### src/rtl/pipe_hazard_ctrl.sv
// Purpose : hazard/stall controller for an in-order pipeline (bubbles, register write enables, PC write).
// Latency : stage controls are combinational from inputs and current state; state/counters update on clock.
// Backpress: mem_ready=0 freezes every stage and the PC; divide and trap drains hold the front end.
module pipe_hazard_ctrl #(
  parameter int NSTAGES = 5,
  parameter int REGW    = 5,
  parameter int DIV_LAT = 32,
  parameter int CNTW    = 16
) (
  input  logic                 clock,
  input  logic                 reset,
  input  logic                 mem_ready,
  input  logic                 instr_stall,
  input  logic [REGW-1:0]      ifid_rs,
  input  logic [REGW-1:0]      ifid_rt,
  input  logic [REGW-1:0]      idex_rd,
  input  logic                 idex_memread,
  input  logic                 idex_memwrite,
  input  logic                 ifid_memread,
  input  logic                 jump,
  input  logic                 trap_in_id,
  input  logic                 branch_pending,
  input  logic                 pcsrc,
  input  logic                 syscall,
  input  logic                 int_trap,
  input  logic                 flush,
  input  logic                 div_start,
  output logic [NSTAGES-2:0]   bubble,
  output logic [NSTAGES-2:0]   write,
  output logic                 write_pc,
  output logic                 trap_waiting,
  output logic [2:0]           state,
  output logic [CNTW-1:0]      stall_count
);

  localparam int W = NSTAGES - 1;

  // Taken branch squashes the three youngest pipeline registers.
  localparam logic [W-1:0] PCSRC_BUBBLE = W'(7);
  // During a divide only ID/EX keeps loading (the divider owns EX).
  localparam logic [W-1:0] DIV_WRITE    = W'(2);
  // Counter runs DIV_LAT-1 down to 0 inclusive, giving DIV_LAT busy cycles.
  localparam logic [7:0]   DIV_LOAD     = 8'(DIV_LAT - 1);

  typedef enum logic [2:0] {
    S_RUN       = 3'd0,
    S_MEMWAIT   = 3'd1,
    S_DIVBUSY   = 3'd2,
    S_TRAPDRAIN = 3'd3
  } state_t;

  state_t     state_q, state_d;
  state_t     saved_q, saved_d;
  state_t     eff_state;
  logic [7:0] div_cnt_q, div_cnt_d;
  logic       trap_pending_q, trap_pending_d;
  logic       id_hazard;
  logic       hold_id;

  // Structural conflict on the single data port, or a load feeding the very next instruction.
  assign id_hazard = (ifid_memread & idex_memwrite) |
                     (idex_memread & (idex_rd != '0) &
                      ((idex_rd == ifid_rs) | (idex_rd == ifid_rt)));

  assign state = state_q;

  // Per-stage controls and next state, evaluated highest-priority event first.
  always_comb begin
    // While waiting on memory the machine behaves as the state it left once memory is ready.
    eff_state      = (state_q == S_MEMWAIT) ? saved_q : state_q;
    state_d        = eff_state;
    saved_d        = saved_q;
    div_cnt_d      = div_cnt_q;
    trap_pending_d = trap_pending_q;
    bubble         = '0;
    write          = '1;
    write_pc       = 1'b1;
    trap_waiting   = 1'b0;
    hold_id        = 1'b0;

    if (int_trap) begin
      bubble         = '1;
      state_d        = S_RUN;
      div_cnt_d      = '0;
      trap_pending_d = 1'b0;
    end else if (pcsrc) begin
      // A pending syscall was on the wrong path, so it is dropped.
      bubble         = PCSRC_BUBBLE;
      state_d        = S_RUN;
      div_cnt_d      = '0;
      trap_pending_d = 1'b0;
    end else if (!mem_ready) begin
      write    = '0;
      write_pc = 1'b0;
      state_d  = S_MEMWAIT;
      if (state_q != S_MEMWAIT) begin
        saved_d = state_q;
      end
    end else if (eff_state == S_DIVBUSY) begin
      write    = DIV_WRITE;
      write_pc = 1'b0;
      if (div_cnt_q == '0) begin
        state_d = S_RUN;
      end else begin
        div_cnt_d = div_cnt_q - 1'b1;
      end
    end else if (eff_state == S_TRAPDRAIN) begin
      if (branch_pending) begin
        hold_id = 1'b1;
      end else begin
        trap_waiting   = trap_pending_q;
        trap_pending_d = 1'b0;
        state_d        = S_RUN;
      end
    end else begin
      hold_id = id_hazard;
      if (div_start) begin
        div_cnt_d = DIV_LOAD;
        state_d   = S_DIVBUSY;
      end else if (syscall && branch_pending) begin
        trap_pending_d = 1'b1;
        state_d        = S_TRAPDRAIN;
        hold_id        = 1'b1;
      end else if (syscall && !id_hazard) begin
        trap_waiting = 1'b1;
      end
      if (!hold_id && ((jump && !instr_stall) || trap_in_id)) begin
        bubble[0] = 1'b1;
      end
    end

    if (hold_id) begin
      bubble[1] = 1'b1;
      write[0]  = 1'b0;
      write_pc  = 1'b0;
    end

    // Fetch stall holds the PC unless a redirect (trap or taken branch) must win.
    if (!int_trap && !pcsrc && instr_stall) begin
      write_pc = 1'b0;
      if (jump) begin
        write[0] = 1'b0;
      end
    end

    if (flush) begin
      bubble[0] = 1'b1;
    end

    if (!reset) begin
      bubble       = '1;
      write        = '0;
      write_pc     = 1'b0;
      trap_waiting = 1'b0;
    end
  end

  // State register, divide counter, trap bookkeeping and saturating stall counter.
  always_ff @(posedge clock or negedge reset) begin
    if (!reset) begin
      state_q        <= S_RUN;
      saved_q        <= S_RUN;
      div_cnt_q      <= '0;
      trap_pending_q <= 1'b0;
      stall_count    <= '0;
    end else begin
      state_q        <= state_d;
      saved_q        <= saved_d;
      div_cnt_q      <= div_cnt_d;
      trap_pending_q <= trap_pending_d;
      if (!write_pc && (stall_count != '1)) begin
        stall_count <= stall_count + 1'b1;
      end
    end
  end

endmodule

### config.mk
export PLATFORM = sky130hd
export DESIGN_NAME = pipe_hazard_ctrl
export DESIGN_NICKNAME = d
export VERILOG_FILES = /design/src/rtl/pipe_hazard_ctrl.sv
export SDC_FILE = /design/constraint.sdc
export NUM_CORES = 1
export LEC_CHECK = 0
export BUFFER_PORTS_ARGS = -buffer_cell sky130_fd_sc_hd__buf_2
export CORE_UTILIZATION = 45
export CTS_CLUSTER_DIAMETER = 50
export DETAILED_ROUTE_END_ITERATION = 10
export PLACE_DENSITY = 0.8
export SLEW_MARGIN = 10
export SYNTH_ARGS = -nofsm -noshare
export SYNTH_HDL_FRONTEND = slang
export SYNTH_SLANG_ARGS = --single-unit
### constraint.sdc
create_clock -name clock -period 3 [get_ports clock]
set_input_delay 0.6 -clock clock [delete_from_list [all_inputs] [get_ports clock]]
set_output_delay 0.6 -clock clock [all_outputs]
set_load 0.005 [all_outputs]
=== Word-level counts from Yosys, hierarchy flattened ===
Index checks and enable logic that the tools add are counted.

* Bits in registers: 31
* Bits in latches: 0
* Memory bits (writable): 0
* Memory bits (read-only): 0
* Bits of input ports: 30
* Output and inout port bits: 29
* Memories kept: 0

* Add/subtract/negate cells: 2
* Multiply operators: 0
* Divide/modulo/power cells: 0
* Magnitude comparators: 0
* Eq/ne operators: 12
* Shift-type cells: 0
* Multiplexer cells: 73
* Bitwise operators: 8
* Reduce and logical (&&, ||, !) cells: 22

{| class="wikitable"
|+ Operators by type and width
! cell !! number
|-
| 8-bit two-way mux || 7
|-
| 1-bit two-way mux || 48
|-
| 3-bit two-way mux || 10
|-
| 4-bit two-way mux || 7
|-
| 16-bit by 1-bit adder with 16-bit output, second input constant || 1
|-
| 16-bit != test, second input constant || 1
|-
| 4-bit != test, second input constant || 3
|-
| 5-bit equality test || 2
|-
| 8-bit zero test || 1
|-
| 4-bit AND reduction || 2
|-
| 4-bit nonzero test || 2
|-
| 8-bit by 1-bit subtractor with 8-bit output, second input constant || 1
|-
| 1-bit logical AND || 7
|-
| 3-bit by 2-bit equality test with 1-bit output, second input constant || 2
|-
| 1-bit zero test || 6
|-
| 5-bit AND reduction || 1
|-
| 5-bit nonzero test || 1
|-
| 4-bit by 3-bit != test with 1-bit output, second input constant || 1
|-
| 1-bit bitwise AND || 3
|-
| 3-bit by 1-bit equality test with 1-bit output, second input constant || 1
|-
| 3-bit by 1-bit != test with 1-bit output, second input constant || 1
|-
| 3-bit != test, second input constant || 1
|-
| 1-bit NOT || 3
|-
| 3-bit nonzero test || 1
|-
| other kinds (3) || 4
|}

=== Logic depth before layout (Yosys ltp) ===
Gate-level depths: netlist (run 1).

* Depth after elaboration: 21
* Mapped depth: 9

=== Least setup slack after synthesis (run 1) ===
No wires, ideal clock.

* Kind: in2out
* From: input port idex_rd[1]
* To: output port write_pc
* Data arrival time: 2.014 ns
* Slack: 0.386 ns
* Cell stages on the path: 5
* Buffers on the path: 1
* Cell sequence: or4_1 o21a_1 a211o_1 a21oi_4 buf_6

* Word-level cells in the longest chain between the ends: 19
* Elaborated cells on any way between the ends: 22
* Classes of those cells: eq/ne: 2; mux: 15; bitwise: 4; reduce/logical: 1

{| class="wikitable"
|+ Ends and longest elaborated chain
! element !! line !! text
|-
| from (decl) || 16 || <nowiki>input logic [REGW-1:0] idex_rd,</nowiki>
|-
| 5-bit equality test / 5-bit nonzero test (equally long branches) || 63, 62 ||
|-
| 1-bit OR / 1-bit bitwise AND (equally long branches) || 63, 62 ||
|-
| 1-bit bitwise AND (*) || 62 || <nowiki>(idex_memread & (idex_rd != '0) &</nowiki>
|-
| 1-bit OR (*) || 61 || <nowiki>assign id_hazard = (ifid_memread & idex_memwrite) |</nowiki>
|-
| 1-bit two-way mux || 120 || <nowiki>end else if (syscall && branch_pending) begin</nowiki>
|-
| 1-bit two-way mux (*) || 117 || <nowiki>if (div_start) begin</nowiki>
|-
| 1-bit two-way mux (*) || 107 || <nowiki>end else if (eff_state == S_TRAPDRAIN) begin</nowiki>
|-
| 1-bit two-way mux (*) || 99 || <nowiki>end else if (eff_state == S_DIVBUSY) begin</nowiki>
|-
| [... 3 more ...] || - ||
|-
| 1-bit two-way mux (*) || 107 ||
|-
| 1-bit two-way mux (*) || 99 ||
|-
| 1-bit two-way mux (*) || 92 || <nowiki>end else if (!mem_ready) begin</nowiki>
|-
| 1-bit two-way mux (*) || 86 || <nowiki>end else if (pcsrc) begin</nowiki>
|-
| 1-bit two-way mux (*) || 81 || <nowiki>if (int_trap) begin</nowiki>
|-
| 1-bit two-way mux (*) || 132 || <nowiki>if (hold_id) begin</nowiki>
|-
| 1-bit two-way mux (*) || 139 || <nowiki>if (!int_trap && !pcsrc && instr_stall) begin</nowiki>
|-
| 1-bit two-way mux (*) || 150 || <nowiki>if (!reset) begin</nowiki>
|-
| to (decl) || 30 || <nowiki>output logic write_pc,</nowiki>
|}

Mark *: on every way between the ends. The rest lies on a longest branch, timed or not. The select of a mux whose other input is x is not followed.

=== Worst setup path in the final report (run 1) ===
* From: input port idex_rd[1]
* To: output port trap_waiting

* Word-level cells in the longest chain between the ends: 15
* Elaborated cells on any way between the ends: 18
* Classes of those cells: eq/ne: 2; mux: 9; bitwise: 4; reduce/logical: 3

{| class="wikitable"
|+ Ends and longest elaborated chain
! element !! line !! text
|-
| 5-bit equality test / 5-bit nonzero test (equally long branches) || 63, 62 ||
|-
| 1-bit OR / 1-bit bitwise AND (equally long branches) || 63, 62 ||
|-
| 1-bit bitwise AND (*) || 62 ||
|-
| 1-bit OR (*) || 61 ||
|-
| 1-bit zero test (*) || 124 || <nowiki>end else if (syscall && !id_hazard) begin</nowiki>
|-
| 1-bit logical AND (*) || 124 ||
|-
| 1-bit two-way mux (*) || 124 ||
|-
| 1-bit two-way mux (*) || 120 ||
|-
| 1-bit two-way mux (*) || 117 ||
|-
| 1-bit two-way mux (*) || 107 ||
|-
| 1-bit two-way mux (*) || 99 ||
|-
| 1-bit two-way mux (*) || 92 ||
|-
| 1-bit two-way mux (*) || 86 ||
|-
| 1-bit two-way mux (*) || 81 ||
|-
| 1-bit two-way mux (*) || 150 ||
|-
| to (decl) || 31 || <nowiki>output logic trap_waiting,</nowiki>
|}

Mark *: on every way between the ends. The rest lies on a longest branch, timed or not.

==> results of run 1 <==
-- power breakdown --
group / switching, mW / total [mW] / internal [mW]
clock network: 0.145 / 0.354 / 0.209
logic: 0.200 / 0.413 / 0.213
registers: 0.125 / 0.643 / 0.517
total: 0.470 / 1.41 / 0.939
-- stage by stage --
step	setup slack, ns	instances	hold slack [ns]	power, mW
2_1_floorplan	0.386	219	0.304	0.869
3_3_place_gp	0.270	327	0.472	1.05
3_5_place_dp	0.262	327	0.477	1.06
4_1_cts	0.252	335	0.219	1.43
5_1_grt	0.147	335	0.226	1.52
6_report	0.258	335	0.218	1.41
-- cells in the final DEF (no fill, tap or decap), drive strengths merged, types with 8 or more instances in the layout --
master,n
xor2,13
clkbuf,8
o21ai,12
a21oi,13
nand2,17
xnor2,10
nor3,9
dfrtp,31
buf,62
nor2,28
and3,8
-- worst max-delay path, stage by stage --
cell and delay (ns):
buf_2 0.12, or4_1 0.53, o21a_1 0.19, a21o_1 0.19
o22ai_1 0.12, nor4b_1 0.23, buf_2 0.16
-- kinds of logic after synthesis --
family | share of synthesized area [%]
simple gates | 26.2
compound gates | 18.0
flops | 39.6
xor+xnor | 10.3
buf+inv | 2.68
mux | 2.04
fa+ha+maj | 1.28
-- metal layers --
layer	share of wire, %	vias to the layer above
met3	6.6	7
met4	1.5	0
li1	-	916
met5	0	-
met2	45	59
met1	47	849
-- registers in the layout (all words and copies together), names as in the netlist --
register / count
state: 3
stall_count: 16
div_cnt_q: 8
saved_q: 3
trap_pending_q: 1
-- final cells by class --
cell class,instances,area share [%]
multi-input combinational,177,46.8
sequential,31,32.1
timing repair buffer,62,13.3
clock buffer,8,4.14
tap,50,2.59
inverter,7,1.09
-- worst paths after layout --
check,start,to,slack [ns]
max,idex_rd[1],trap_waiting,0.26
min,reset,stall_count[5],0.22
max reg2reg,div_cnt_q[0],div_cnt_q[2],0.47
min reg2reg,stall_count[11],stall_count[11],0.49
max in group asynchronous,reset,stall_count[0],2.19
min in group clock,stall_count[11],stall_count[11],0.49
==> qor.txt, run 1 <==
Outcome -> completed
Final Hold Fails -> 0
Distinct cells, synth -> 51
First-pass GRT wire length -> 6980 um
Clock-pin slew on the worst setup and hold paths -> 0.06 ns
First-pass detailed-route iteration total -> 4
Hold Path Class -> primary input to async pin
Via Count -> 1831
H-tree depth -> 2
Pwr Density -> 583 mW/mm2
Syn Nets -> 251
CTS tree -> yes
Met2 Use GR -> 33.1%
Max Root-Sink Buffers -> 2
Synth warnings -> 0
Crit path required time -> 2.40 ns
Area leader, netlist -> dfrtp_1
Utilization after layout -> 59.2%
Top_reg_cell synth -> dfrtp_1
Final min period -> 2.74 ns
RSZ-0062 raised after global routing -> no
Routed WL per cell -> 12.9 um
Mapped Area -> 0.00196 mm2
Vias in the first global route -> 1607
Crit path DAT -> 2.14 ns
Clk root buf -> clkbuf_8
Grt met3 use -> 4.67%
Die area -> 0.00462 mm2
Via density -> 5.47
PortBufs -> 58
Max Fanout on Critical Path -> 3
Layout cells sized above 1 -> 28.8%
Gate count of the mapped netlist -> 219
CP Launch Type -> primary input
# diodes -> 0
Nets@finish -> 316
Row count -> 23
R2R cell count -> 9
CTS resizes -> 0
Seq cells post-synth -> 31
Max-cap violations -> 0
Final-layout fill cell count -> 374
Total Wirelength -> 4310 um
Multi-input combinational cell area -> 0.00113 mm2
Final Cycle Share -> 91.4%
Sequential-to-total area share from yosys stat -> 39.6%
Total CTS buffers -> 5
Worst-Skew Late Latency -> 0.28 ns
Worst VDD drop -> 459 uV
Post-CTS Setup Bufs -> 0
1st-iter DRT viols -> 85
Post-synth EDFFs -> 0
GP Congestion -> 0.825
Top post-synthesis cells by count -> 31 x dfrtp_1, 28 x nor2_1, 17 x nand2_1, 13 x xor2_1, 12 x a21oi_1
Die H -> 68.0 um
Grt ovf -> 0
Slew Limit Fails -> 0
Share of the synthesized area in the top cell type -> 39.6%
GR peak layer -> met2
Die width -> 68.0 um
Clock Skews -> 0.00656 ns
Initial antenna violation count -> 0
Cts hold-fix bufs -> 0
Detail Placement HPWL -> 3270 um
Global-route usage over all layers -> 20.2%
Detailed-route DRC error count -> 0
Reg area -> 776 um2
Rel. slew slack -> 66.7%
Static Leak -> 1.15 nW
Setup TNS -> 0 ns
Setup Crit Path Kind -> primary input to primary output
Area Overhead vs Synth -> 23.3%
Met1 Use GR -> 25.4%
CP Capture Type -> primary output
Starting Density -> 48.0%
Worst slew pin tran -> 0.499 ns
Largest net degree at the start of global routing -> 22
Antenna Nets Post-Route -> 0
DP Area -> 0.00232 mm2
Syn_area_per_cell -> 8.95 um2
I/O pin cnt -> 59
Synth area leaders -> dfrtp_1 40%, xor2_1 5.8%, nor2_1 5.4%
Core ar. -> 0.00409 mm2
Final setup vio count -> 0
Max Fclk -> 365 MHz
Most numerous cell in the Yosys netlist -> dfrtp_1
Final cell area excluding filler cells -> 0.00242 mm2
Ys async rst share -> 100%
Sink Count -> 31
No activity file was read; power rests on OpenSTA's default activity.
==> run 2, diff against run 1 <==
Settings changed: ABC_AREA set to 1, PLACE_DENSITY 0.8 to 0.79.
==> run 2 against run 1 <==
Highest routed layer unchanged. Clock power fell by 8.2%. First-iteration DRC count fell by 7.1%. Routed wire length rose by 16%. Synthesized cell count rose by 47%.
==> qor.txt, run 2 <==
Outcome -> completed
Syn Nets -> 353 (+41%)
Largest Register -> stall_count
WL met3 -> 273 um (-3.5%)
Crit path DAT -> 1.87 ns (-0.27 ns)
Cts hold-fix bufs -> 0 (unchanged)
Overall power -> 1.14 mW (-19%)
Final min period -> 2.47 ns (-0.268 ns)
Vias in the first global route -> 2114 (+32%)
Distinct cells, synth -> 36 (-29%)
Rel. slew slack -> 76.5% (+9.9 points)
Final Cycle Share -> 82.5% (-8.9 points)
Finished Layout Cells -> 452 (+35%)
Via Count -> 2224 (+21%)
Row count -> 25 (+8.7%)
1st-iter DRT viols -> 79 (-7.1%)
First-pass GRT wire length -> 8740 um (+25%)
R2r setup slk -> 0.91 ns (+0.44 ns)
Gate count of the mapped netlist -> 321 (+47%)
Reg2reg end -> stall_count[2]
Detailed-route DRC error count -> 0 (unchanged)
Most common cell after layout, fill and taps aside -> nand2_1
First-pass detailed-route iteration total -> 4 (unchanged)
CTS tree -> yes
Die H -> 72.5 um (+6.6%)
Die width -> 72.5 um (+6.6%)
I/O pin cnt -> 59 (unchanged)
CP Capture Type -> primary output
Worst VDD drop -> 400 uV (-13%)
CP Launch Type -> flop
Grt ovf -> 0 (unchanged)
Area leader, netlist -> dfrtp_1
Wl on met1 -> 2260 um (+11%)
Top post-synthesis cells by count -> 102 x nand2_1, 42 x inv_1, 31 x dfrtp_1, 30 x nand3_1, 25 x nor2_1
Synth area leaders -> dfrtp_1 35%, nand2_1 17%, inv_1 7.0%
Post-synth EDFFs -> 0 (unchanged)
R2R cell count -> 9 (unchanged)
Top flop regs -> stall_count x16, div_cnt_q x8
Total CTS buffers -> 5 (unchanged)
Worst-Skew Late Latency -> 0.29 ns (about the same)
Initial antenna violation count -> 0 (unchanged)
Max Root-Sink Buffers -> 2 (unchanged)
Max reg flops -> 16 (unchanged)
Total Wirelength -> 5020 um (+16%)
Sequential-to-total area share from yosys stat -> 34.7% (-4.9 points)
# diodes -> 0 (unchanged)
Share of the synthesized area in the top cell type -> 34.7% (-4.9 points)
Clock-pin slew on the worst setup and hold paths -> 0.07 ns (about the same)
Synth warnings -> 0 (unchanged)
Layout cells sized above 1 -> 25.5% (-3.3 points)
Placed Cells -> 444 (+36%)
Mapped Area -> 0.00224 mm2 (+14%)
CTS resizes -> 0 (unchanged)
Syn_area_per_cell -> 6.97 um2 (-22%)
Setup Crit Path Kind -> flop to primary output
H-tree depth -> 2 (unchanged)
Max Fclk -> 404 MHz (+11%)
Global-route usage over all layers -> 21.1% (+0.92 points)
Hold Path Class -> primary input to async pin
Max Fanout on Critical Path -> 9 (+6)
Post-CTS Setup Bufs -> 0 (unchanged)
Most frequent cells in the layout -> 102 x nand2_1, 58 x buf_2, 42 x inv_1
Final Hold Fails -> 0 (unchanged)
Clock Skews -> 0.00816 ns (+0.00161 ns)
Final cell area excluding filler cells -> 0.00268 mm2 (+11%)
Core ar. -> 0.00475 mm2 (+16%)
Top_reg_cell synth -> dfrtp_1
Slew Limit Fails -> 0 (unchanged)
PortBufs -> 58 (unchanged)
Static Leak -> 1.51 nW (+31%)
RSZ-0062 raised after global routing -> no
Die area -> 0.00526 mm2 (+14%)
Worst hold slack -> 0.142 ns (-0.0762 ns)
Routed WL per cell -> 11.1 um (-14%)
Area Overhead vs Synth -> 19.8%
Most numerous cell in the Yosys netlist -> nand2_1
Ys async rst share -> 100% (unchanged)
Starting Density -> 47.1% (-0.93 points)
Metal2 WL -> 2440 um (+26%)
Nets@finish -> 416 (+32%)
Detail Placement HPWL -> 3910 um (+20%)
Max-cap violations -> 0 (unchanged)
Clk root buf -> clkbuf_8
Final setup vio count -> 0 (unchanged)
RR Startpoint -> stall_count[0]
Crit path required time -> 2.40 ns (about the same)
Via density -> 4.92 (-10%)
Seq cells post-synth -> 31 (unchanged)
Worst slew pin tran -> 0.352 ns (-0.147 ns)
Largest net degree at the start of global routing -> 29 (+32%)
GP Congestion -> 0.890 (+8.0%)
Antenna Nets Post-Route -> 0 (unchanged)
Sink Count -> 31 (unchanged)
Pwr Density -> 424 mW/mm2 (-27%)
Setup TNS -> 0 ns (unchanged)
DP Area -> 0.00259 mm2 (+12%)
Max layer used -> met4
run 2: cell count changes after synthesis, sizes merged, moves of 5 or more:
cell    before  now
nand2b       6    0
nor3         9    4
and3         8    0
inv          7   48
nand3        6   30
nand2       17  112
run 2: cell type report:
class                      count  area [um2]
clock buffer                   6        72.6
clock inverter                 2        12.5
fill                         466        2070
inverter                      48         183
multi-input combinational    238        1250
sequential                    31         776
tap                           67        83.8
timing repair buffer          60         305
run 2: worst max-delay path: stages, from the launching register on:
cell and delay (ns):
dfrtp_1 0.45, a31oi_2 0.29, nor2_4 0.07, nand2_4 0.12, inv_4 0.07, nand2_2 0.09, nand2_2 0.07, inv_1 0.08
o21ai_0 0.09, a21oi_1 0.12, buf_2 0.12
run 2: how the worst max path moves through the flow:
stage,start,to,slack [ns],cells after the start
2_1_floorplan,int_trap,write_pc,0.77,9
3_3_place_gp,int_trap,write_pc,0.62,10
3_5_place_dp,int_trap,write[0],0.56,10
4_1_cts,state[0],write[0],0.51,10
5_1_grt,state[0],write[0],0.37,10
6_report,state[0],write[0],0.53,10
run 2: cells by family (layout without fill, tap and decap cells):
kind of cell | count (synthesis) | after routing | share of synthesized area, %
adder cells (fa/ha/maj) | 2 | 2 | 1.12
flip-flops | 31 | 31 | 34.7
AND/OR/NAND/NOR | 191 | 191 | 40.4
multiplexers | 1 | 1 | 0.503
AO/OA/AOI/OAI | 27 | 27 | 7.10
XOR/XNOR | 17 | 17 | 6.66
buffers and inverters | 52 | 116 | 9.56
run 2: per-layer routing:
| metal | track usage, % | vias to the layer above |
|---|---|---|
| li1 | - | 1140 |
| met1 | 24.8 | 1015 |
| met2 | 38.4 | 63 |
| met3 | 3.89 | 6 |
| met4 | 7.41 | 0 |
| met5 | 0 | - |
run 2: through the flow:
step	worst slack (ns)	util, %
2_1_floorplan	0.765	-
3_3_place_gp	0.624	54.6
6_report	0.525	56.4
3_5_place_dp	0.562	54.6
5_1_grt	0.366	56.4
4_1_cts	0.507	56.4
run 2: power by group:
part           switching [mW]  total [mW]  internal (mW)
Combinational           0.167       0.292          0.125
Sequential             0.0583       0.519          0.461
Clock                   0.163       0.325          0.162
Total                   0.388        1.14          0.748
